File: src/rtl/rev_gates_pkg.sv
// Shared definitions for the double Feynman gate path: the triple type
// and the reference encode/decode functions used by encoder, decoder and bench.
package rev_gates_pkg;

   localparam int DFG_WIDTH = 8;

   // One lane-wise triple. For the encoder output the fields hold (p,q,r).
   typedef struct packed {
      logic [DFG_WIDTH-1:0] a;
      logic [DFG_WIDTH-1:0] b;
      logic [DFG_WIDTH-1:0] c;
   } triple_t;

   // Double Feynman gate: (a,b,c) -> (a, a^b, a^c), returned in fields a,b,c.
   function automatic triple_t dfg_encode(input logic [DFG_WIDTH-1:0] a,
                                          input logic [DFG_WIDTH-1:0] b,
                                          input logic [DFG_WIDTH-1:0] c);
      triple_t t;
      t.a = a;
      t.b = a ^ b;
      t.c = a ^ c;
      return t;
   endfunction

   // Inverse gate: (p,q,r) -> (p, q^p, r^p).
   function automatic triple_t dfg_decode(input logic [DFG_WIDTH-1:0] p,
                                          input logic [DFG_WIDTH-1:0] q,
                                          input logic [DFG_WIDTH-1:0] r);
      triple_t t;
      t.a = p;
      t.b = q ^ p;
      t.c = r ^ p;
      return t;
   endfunction

endpackage

File: src/rtl/double_feynman_decoder_if.sv
// Valid/ready bus for the decoder: encoded triples in, decoded triples out.
interface double_feynman_decoder_if
   import rev_gates_pkg::*;
   #(parameter int WIDTH = DFG_WIDTH);

   logic             in_valid;
   logic             in_ready;
   logic [WIDTH-1:0] in_p;
   logic [WIDTH-1:0] in_q;
   logic [WIDTH-1:0] in_r;
   logic             out_valid;
   logic             out_ready;
   logic [WIDTH-1:0] out_a;
   logic [WIDTH-1:0] out_b;
   logic [WIDTH-1:0] out_c;

   modport master (
      output in_valid, in_p, in_q, in_r, out_ready,
      input  in_ready, out_valid, out_a, out_b, out_c
   );

   modport slave (
      input  in_valid, in_p, in_q, in_r, out_ready,
      output in_ready, out_valid, out_a, out_b, out_c
   );

endinterface

File: src/rtl/dfg_stream_fifo.sv
// Generic DEPTH x DATA_W FIFO with a registered head word.
// The head register keeps the last popped word once the FIFO drains.
module dfg_stream_fifo #(
   parameter int DATA_W = 24,
   parameter int DEPTH  = 4
) (
   input  logic                     clk,
   input  logic                     rst_n,
   input  logic                     flush,
   input  logic                     push,
   input  logic                     pop,
   input  logic [DATA_W-1:0]        push_data,
   output logic [DATA_W-1:0]        head,
   output logic                     full,
   output logic                     empty,
   output logic [$clog2(DEPTH):0]   level
);

   localparam int PTR_W   = $clog2(DEPTH);
   localparam int LEVEL_W = PTR_W + 1;

   logic [DATA_W-1:0]  mem [DEPTH];
   logic [PTR_W-1:0]   wr_ptr, rd_ptr, wr_next, rd_next;
   logic [LEVEL_W-1:0] level_q, level_next;
   logic [DATA_W-1:0]  head_q;

   assign full  = (level_q == LEVEL_W'(DEPTH));
   assign empty = (level_q == '0);
   assign level = level_q;
   assign head  = head_q;

   // Next pointers and occupancy; flush wins over any push or pop.
   always_comb begin
      wr_next    = wr_ptr;
      rd_next    = rd_ptr;
      level_next = level_q;
      if (flush) begin
         wr_next    = '0;
         rd_next    = '0;
         level_next = '0;
      end else begin
         if (push) wr_next = wr_ptr + PTR_W'(1);
         if (pop)  rd_next = rd_ptr + PTR_W'(1);
         case ({push, pop})
            2'b10:   level_next = level_q + LEVEL_W'(1);
            2'b01:   level_next = level_q - LEVEL_W'(1);
            default: level_next = level_q;
         endcase
      end
   end

   // Storage array is written without reset; only occupied slots are ever read.
   always_ff @(posedge clk) begin
      if (push && !flush) mem[wr_ptr] <= push_data;
   end

   // Pointer and occupancy registers.
   always_ff @(posedge clk or negedge rst_n) begin
      if (!rst_n) begin
         wr_ptr  <= '0;
         rd_ptr  <= '0;
         level_q <= '0;
      end else begin
         wr_ptr  <= wr_next;
         rd_ptr  <= rd_next;
         level_q <= level_next;
      end
   end

   // Head register loads the next oldest word, taking the incoming word when it lands in the head slot.
   always_ff @(posedge clk or negedge rst_n) begin
      if (!rst_n) begin
         head_q <= '0;
      end else if (!flush && level_next != '0) begin
         head_q <= (push && wr_ptr == rd_next) ? push_data : mem[rd_next];
      end
   end

endmodule

File: src/rtl/double_feynman_decoder.sv
// Streaming double Feynman decoder: XOR decode on entry, FIFO buffering,
// valid/ready glue and a wrapping delivered-word counter.
module double_feynman_decoder
   import rev_gates_pkg::*;
   #(
   parameter int WIDTH   = DFG_WIDTH,
   parameter int DEPTH   = 4,
   parameter int COUNT_W = 16
) (
   input  logic                   clk,
   input  logic                   rst_n,
   input  logic                   flush,
   double_feynman_decoder_if.slave bus,
   output logic [$clog2(DEPTH):0] level,
   output logic [COUNT_W-1:0]     count
);

   logic                 full, empty, push, pop;
   logic [3*WIDTH-1:0]   decoded, head;

   assign decoded = {bus.in_p, bus.in_q ^ bus.in_p, bus.in_r ^ bus.in_p};

   assign bus.in_ready  = !full && !flush;
   assign bus.out_valid = !empty;
   assign push          = bus.in_valid && bus.in_ready;
   assign pop           = bus.out_valid && bus.out_ready;

   assign bus.out_a = head[3*WIDTH-1 -: WIDTH];
   assign bus.out_b = head[2*WIDTH-1 -: WIDTH];
   assign bus.out_c = head[WIDTH-1   -: WIDTH];

   dfg_stream_fifo #(
      .DATA_W (3*WIDTH),
      .DEPTH  (DEPTH)
   ) u_fifo (
      .clk       (clk),
      .rst_n     (rst_n),
      .flush     (flush),
      .push      (push),
      .pop       (pop),
      .push_data (decoded),
      .head      (head),
      .full      (full),
      .empty     (empty),
      .level     (level)
   );

   // Delivered-word counter; a pop coinciding with flush is not a delivery.
   always_ff @(posedge clk or negedge rst_n) begin
      if (!rst_n) begin
         count <= '0;
      end else if (pop && !flush) begin
         count <= count + COUNT_W'(1);
      end
   end

endmodule
File: src/flat_wrapper.sv
// flat-port wrapper written by rule: the top's interface ports become plain ports
module double_feynman_decoder_flat import rev_gates_pkg::*;
#(
   parameter int WIDTH   = DFG_WIDTH,
   parameter int DEPTH   = 4,
   parameter int COUNT_W = 16
)
  (clk, rst_n, flush, level, count, bus_in_valid, bus_in_p, bus_in_q, bus_in_r, bus_out_ready, bus_in_ready, bus_out_valid, bus_out_a, bus_out_b, bus_out_c);
  double_feynman_decoder_if #(.WIDTH(WIDTH)) bus_i ();
  input  logic clk;
  input  logic rst_n;
  input  logic flush;
  output logic [$clog2(DEPTH):0] level;
  output logic [COUNT_W-1:0] count;
  input wire logic [$bits(bus_i.in_valid)-1:0] bus_in_valid;
  input wire logic [$bits(bus_i.in_p)-1:0] bus_in_p;
  input wire logic [$bits(bus_i.in_q)-1:0] bus_in_q;
  input wire logic [$bits(bus_i.in_r)-1:0] bus_in_r;
  input wire logic [$bits(bus_i.out_ready)-1:0] bus_out_ready;
  output wire logic [$bits(bus_i.in_ready)-1:0] bus_in_ready;
  output wire logic [$bits(bus_i.out_valid)-1:0] bus_out_valid;
  output wire logic [$bits(bus_i.out_a)-1:0] bus_out_a;
  output wire logic [$bits(bus_i.out_b)-1:0] bus_out_b;
  output wire logic [$bits(bus_i.out_c)-1:0] bus_out_c;
  assign bus_i.in_valid = bus_in_valid;
  assign bus_i.in_p = bus_in_p;
  assign bus_i.in_q = bus_in_q;
  assign bus_i.in_r = bus_in_r;
  assign bus_i.out_ready = bus_out_ready;
  assign bus_in_ready = bus_i.in_ready;
  assign bus_out_valid = bus_i.out_valid;
  assign bus_out_a = bus_i.out_a;
  assign bus_out_b = bus_i.out_b;
  assign bus_out_c = bus_i.out_c;
  double_feynman_decoder #(.WIDTH(WIDTH), .DEPTH(DEPTH), .COUNT_W(COUNT_W)) u_core (.clk(clk), .rst_n(rst_n), .flush(flush), .bus(bus_i), .level(level), .count(count));
endmodule
File: config.mk
export PLATFORM = sky130hd
export DESIGN_NAME = double_feynman_decoder_flat
export DESIGN_NICKNAME = d
export VERILOG_FILES = /design/src/rtl/rev_gates_pkg.sv /design/src/rtl/double_feynman_decoder_if.sv /design/src/rtl/dfg_stream_fifo.sv /design/src/rtl/double_feynman_decoder.sv /design/src/flat_wrapper.sv
export SDC_FILE = /design/constraint.sdc
export NUM_CORES = 1
export LEC_CHECK = 0
export CAP_MARGIN = 25
export CORE_MARGIN = 2
export CORE_UTILIZATION = 60
export DETAILED_ROUTE_END_ITERATION = 7
export PLACE_DENSITY = 0.91
export SYNTH_ARGS = -nofsm -noshare
export SYNTH_HDL_FRONTEND = slang
export SYNTH_SLANG_ARGS = --single-unit
File: constraint.sdc
create_clock -name clk -period 6.2 [get_ports clk]
set_input_delay 0.93 -clock clk [delete_from_list [all_inputs] [get_ports clk]]
set_output_delay 0.93 -clock clk [all_outputs]
set_load 0.05 [all_outputs]
==> results of run 1 <==
-- layer usage --
layer,GRT usage,up-vias,part of all wire
li1,-,2079,-
met1,0.360,2408,0.37
met2,0.474,347,0.50
met3,0.0781,46,0.10
met4,0.125,0,0.030
met5,0,-,0
-- power breakdown --
group	internal (mW)	total (mW)	switching, mW
combinational	0.553	1.62	1.07
clock	0.604	0.978	0.374
sequential	1.17	1.29	0.113
total	2.33	3.89	1.56
-- worst paths after layout --
| check | slack [ns] | start | cells past startpoint | endpoint |
|---|---|---|---|---|
| setup / recovery | 1.87 | bus_in_valid | 11 | u_core.u_fifo.head[3] |
| hold / removal | 0.33 | rst_n | 1 | u_core.count[3] |
| setup reg to reg | 2.08 | u_core.u_fifo.level[2] | 11 | u_core.u_fifo.head[3] |
| hold reg to reg | 0.48 | u_core.count[15] | 1 | u_core.count[15] |
| max in group asynchronous | 5.34 | rst_n | 2 | u_core.u_fifo.head[11] |
| min in group clk | 0.48 | u_core.count[15] | 1 | u_core.count[15] |
-- sequential cells by signal, summed over array words and instances (netlist names) --
name	flops
u_core.u_fifo.head	24
u_core.u_fifo.wr_ptr	2
u_core.u_fifo.mem	96
u_core.u_fifo.level	3
u_core.u_fifo.rd_ptr	2
u_core.count	16
-- per-stage QoR --
stage          area, µm²  worst slack, ns  power, mW
6_report            7970             1.87       3.89
5_1_grt             7970             1.68       4.03
4_1_cts             7950             1.96       3.87
3_5_place_dp        7380             1.45       2.87
3_3_place_gp        7350             1.68       2.80
2_1_floorplan       6470             2.49       2.36
-- critical path, delay by kind of cell --
family,cells,cell delay (ns)
compound gates,4,1.41
buf+inv,3,0.90
fa+ha+maj,2,0.66
simple gates,1,0.65
xor+xnor,1,0.16
-- area by class of cell --
class	instances	share of cell area
Clock buffer	18	0.0525
Clock inverter	14	0.0185
Sequential cell	143	0.510
Inverter	7	0.00330
Multi-Input combinational cell	322	0.288
Tap cell	136	0.0214
Timing Repair Buffer	87	0.107
-- cell families (layout without fill, tap and decap cells) --
family                     count (synthesis)  count (layout)  share of synthesized area
adders and majority gates                  7               7                     0.0147
xor gates and xnor gates                  39              39                     0.0549
AOI/OAI and AO/OA                        139             139                      0.162
buffers and inverters                     44             126                     0.0269
and+or+nand+nor                          133             133                      0.108
DFF                                      143             143                      0.627
muxes                                      4               4                    0.00638
-- cells in the final DEF, fill, tap and decap left out, types with 4 or more instances in the layout --
| master | netlist | layout |
|---|---|---|
| o211ai_1 | 6 | 6 |
| dfrtp_1 | 47 | 47 |
| nor2_1 | 17 | 17 |
| nand2_1 | 21 | 21 |
| a32o_1 | 16 | 16 |
| xnor2_1 | 15 | 13 |
| o21ai_0 | 49 | 49 |
| and3_1 | 4 | 4 |
| nor3b_1 | 4 | 4 |
| clkbuf_16 | 0 | 16 |
| and2_1 | 6 | 6 |
| a31oi_1 | 16 | 16 |
| o211ai_2 | 10 | 10 |
| clkdlybuf4s50_1 | 0 | 71 |
| ha_1 | 6 | 6 |
| inv_1 | 7 | 7 |
| a21bo_2 | 16 | 16 |
| buf_4 | 0 | 10 |
| nand3_1 | 35 | 35 |
| nand4_1 | 20 | 20 |
| edfxtp_1 | 96 | 96 |
| a22oi_1 | 16 | 16 |
| xor2_1 | 23 | 22 |
| clkinv_2 | 0 | 6 |
| nor2b_1 | 17 | 17 |
==> results_dict.tcl, run 1 <==
set metrics [dict create \
    fmaxAchievable_mhz 231 \
    num-nets-final 614 \
    clk_pin_slew_ns 0.06 \
    skew_ns 0.00612 \
    yosysMostFrequentCell "edfxtp_1" \
    wirelength_um 16300 \
    cts_tree "built" \
    drcViolationCount 0 \
    synthFlopType "edfxtp_1" \
    fin_tns_setup_ns 0 \
    dr.pass1.iters 7 \
    p_leak_nw 2.87 \
    timing.hold.ws_ns 0.332 \
    clk-insertion-delay-late_ns 0.53 \
    hp-class "in -> async" \
    fill_cells 608 \
    vias_per_cell 6.71 \
    netlist_instances 509 \
    ys_top_cells_by_count "edfxtp_1 (96), o21ai_0 (49), dfrtp_1 (47), nand3_1 (35), clkbuf_1 (34)" \
    synth.distinct_cells 45 \
    syn_area_um2 6470 \
    final_core_util 0.765 \
    period_minus_slack_ns 4.33 \
    antenna_found_initial 0 \
    synth_seq_cells 143 \
    cp_cell_sequence "clkdlybuf4s50_1 > nor3b_1 > inv_1 > ha_1 > fa_1 > xnor2_1 > o21ai_0 > a41o_1 > buf_4 > a21o_1 > o211ai_1" \
    fin_cells 727 \
    hpwlAfterDp_um 9220 \
    setup.worst_path.end_class "flop" \
    ant_nets 0 \
    grt_usage 0.288 \
    antenna_cells 0 \
    die_w_um 108 \
    drive_gt1_frac 0.132 \
    rows 37 \
    die_y_um 108 \
    final_max_slew_viol_count 0 \
    crit_fanout 25 \
    rsz0062_at_grt "no" \
    setup_viol 0 \
    multi_input_area_um2 2290 \
    async_flop_share 0.329 \
    vias 4880 \
    synth.yosys.warnings 0 \
    dp.cells 693 \
    post_cts_buffers 0 \
    area_growth_pct 23.0 \
    worstMarginPinSlew_ns 1.09 \
    clock_sinks 143 \
    syn_nets 545 \
    critPathLaunchType "input pin" \
    outcome "finished, final reports clean" \
    cp.required_ns 6.57 \
    hold_viol_final 0 \
    ios 74 \
    seq_area_um2 4060 \
    yosysTopAreaCellShare 0.445 \
    core_um2 10400 \
    cpMaxStageDelayCell "nor3b_1" \
    synth_edf_count 96 \
    grt_max_degree 82 \
    max-vdd-ir-drop_mv 0.321 \
    start_util 0.622 \
    max_slew_margin 0.273 \
    h-tree-depth 4 \
    wire_per_inst_um 22.4 \
    cts_hold_buf 0 \
    grt-ovfl-total 0 \
    clockBufferDepth 2 \
    grt_pass1_wl_um 24900 \
    drt_iter0_markers 581 \
    avgSynthCellArea_um2 12.7 \
    post-route-period-util 0.699 \
    place_congestion 0.844 \
    post_cts_resized 0 \
    yosysTopAreaCell "edfxtp_1" \
    port_buffers 73 \
    crit_arrival_ns 4.70 \
    cts_root_buf "clkbuf_8" \
    p_per_area_nw_per_um2 488 \
    drv_cap 0 \
    dieArea_um2 11600 \
    synthTopCellsByArea "edfxtp_1 (45%), dfrtp_1 (18%), o21ai_0 (3.8%), xor2_1 (3.1%), nand3_1 (2.7%)" \
    crit_type "in -> reg" \
    grt_pass1_vias 4758 \
    cpPeakStageDelay_ns 0.65 \
    cts_made_buffers 17 \
    yosysSeqAreaShare 0.627 \
]
Power figures use the tool's default switching activity.
==> inputs of run 2 (changes only) <==
--- a/config.mk
+++ b/config.mk
@@ -7,9 +7,9 @@
 export LEC_CHECK = 0
 export CAP_MARGIN = 25
 export CORE_MARGIN = 2
-export CORE_UTILIZATION = 60
+export CORE_UTILIZATION = 51
 export DETAILED_ROUTE_END_ITERATION = 7
-export PLACE_DENSITY = 0.91
+export PLACE_DENSITY = 0.82
 export SYNTH_ARGS = -nofsm -noshare
 export SYNTH_HDL_FRONTEND = slang
 export SYNTH_SLANG_ARGS = --single-unit
==> constraint.sdc (replaced) <==
create_clock -name clk -period 3.7 [get_ports clk]
set_input_delay 0.555 -clock clk [delete_from_list [all_inputs] [get_ports clk]]
set_output_delay 0.555 -clock clk [all_outputs]
set_load 0.05 [all_outputs]
==> run 2 against run 1 <==
Against the previous run:
- power increased by 68%
- first-iteration DRC count decreased by 21%
- global-route usage decreased by 3.2 points
- critical endpoint is now u_core.u_fifo.head[4]
- critical path depth decreased by 1
- largest power group unchanged
- highest routed layer unchanged
- cell area increased by 0.99%
==> results_dict.tcl, run 2 (synthesis results as in run 1) <==
set metrics [dict create \
    crit_arrival_ns 3.53 \
    fin_tns_setup_ns 0 \
    grt_pass1_vias 4872 \
    clockBufferDepth 2 \
    wire_per_inst_um 21.1 \
    drt_iter0_markers 461 \
    ant_nets 0 \
    dr.pass1.iters 8 \
    num-nets-final 620 \
    drive_gt1_frac 0.139 \
    dieArea_um2 13600 \
    antenna_cells 0 \
    setup_viol 0 \
    fin_cells 768 \
    start_util 0.517 \
    clock_sinks 143 \
    path_buf_inv 1 \
    final_max_slew_viol_count 0 \
    post_cts_buffers 0 \
    grt_usage 0.256 \
    crit_type "reg -> reg" \
    place_congestion 0.840 \
    worstMarginPinSlew_ns 0.775 \
    cp.required_ns 4.02 \
    die_w_um 117 \
    vias_per_cell 6.17 \
    multi_input_area_um2 2270 \
    rsz0062_at_grt "no" \
    dp_slack_ns 0.0859 \
    final_core_util 0.643 \
    crit_fanout 16 \
    wirelength_um 16200 \
    skew_ns 0.00866 \
    crit_path_frequent_cell "nor3b_1" \
    drv_cap 0 \
    largest_register_ffs 96 \
    cts_made_buffers 17 \
    antenna_found_initial 0 \
    clk_pin_slew_ns 0.05 \
    rows 41 \
    outcome "finished, final reports clean" \
    r2r_slack_ns 0.48 \
    cpMaxStageDelayCell "dfrtp_1" \
    grt-ovfl-total 0 \
    p_leak_nw 2.89 \
    critPathLaunchType "flop" \
    die_y_um 117 \
    setup_ws_ns 0.483 \
    p_per_area_nw_per_um2 813 \
    h-tree-depth 4 \
    dpl_cell_area_um2 7470 \
    cpPeakStageDelay_ns 0.45 \
    max-vdd-ir-drop_mv 0.590 \
    grt_pass1_wl_um 26000 \
    post-route-period-util 0.869 \
    vias 4735 \
    fill_cells 976 \
    grt_max_degree 82 \
    cts_hold_buf 0 \
    power_mw 6.54 \
    r2r_start "u_core.u_fifo.level[2]" \
    ios 74 \
    final_area_um2 8050 \
    largest_register "u_core.u_fifo.mem" \
    hp-class "in -> async" \
    hpwlAfterDp_um 9390 \
    cts_root_buf "clkbuf_16" \
    timing.hold.ws_ns 0.0898 \
    path_delay_family "compound AO/OA/AOI/OAI gates" \
    period_minus_slack_ns 3.22 \
    clk-insertion-delay-late_ns 0.41 \
    cp_cell_sequence "nor3b_1 > nor3b_1 > inv_1 > ha_1 > fa_1 > xnor2_1 > or3_1 > a41o_1 > a21o_1 > o211ai_1" \
    drcViolationCount 0 \
    area_growth_pct 24.3 \
    seq_area_um2 4060 \
    most-common-layout-cells "edfxtp_1 (96), clkdlybuf4s50_1 (71), o21ai_0 (49)" \
    setup.worst_path.end_class "flop" \
    core_um2 12500 \
    r2r_end "u_core.u_fifo.head[4]" \
    fmaxAchievable_mhz 311 \
    max_slew_margin 0.483 \
    cts_tree "built" \
    post_cts_resized 0 \
    hold_viol_final 0 \
    final_common_cell "edfxtp_1" \
    reg2reg_depth 10 \
    dp.cells 737 \
    port_buffers 73 \
]
## run 2: metal layers
metal  wire length (µm)  up-vias  global-route usage
met3               1420       25              0.0680
met5                  0        -                   0
met2               8050      286               0.424
met4                279        0              0.0910
met1               6480     2337               0.328
li1                   -     2087                   -
## run 2: area by class of cell
cell class,instances,area share
tap,172,0.0267
clock buffer,22,0.0577
clock inverter,9,0.0140
inverter,7,0.00327
sequential,143,0.505
timing repair buffer,93,0.111
multi-input combinational,322,0.282
## run 2: report_power, final
part	internal (mW)	total, mW	switching [mW]
Sequential	1.97	2.16	0.189
Combinational	0.958	2.74	1.78
Clock	1.03	1.65	0.621
## run 2: how the worst max path moves through the flow
stage,start,to,slack [ns],cells past startpoint
CTS,u_core.u_fifo.level[2],u_core.u_fifo.head[4],0.49,10
detailed placement,bus_in_valid,u_core.u_fifo.head[0],0.09,10
floorplan,u_core.u_fifo.level[0],u_core.u_fifo.head[14],0.22,11
global route,u_core.u_fifo.level[0],u_core.u_fifo.head[3],0.24,10
finish,u_core.u_fifo.level[2],u_core.u_fifo.head[4],0.48,10
global placement,bus_in_valid,u_core.u_fifo.head[5],0.14,10
## run 2: worst register-to-register path, cell delays in order, from the launching register on
cell	delay [ns]
dfrtp_1	0.45
nor3b_1	0.19
nor3b_1	0.26
inv_1	0.08
ha_1	0.23
fa_1	0.38
xnor2_1	0.15
or3_1	0.38
a41o_1	0.28
a21o_1	0.42
o211ai_1	0.30
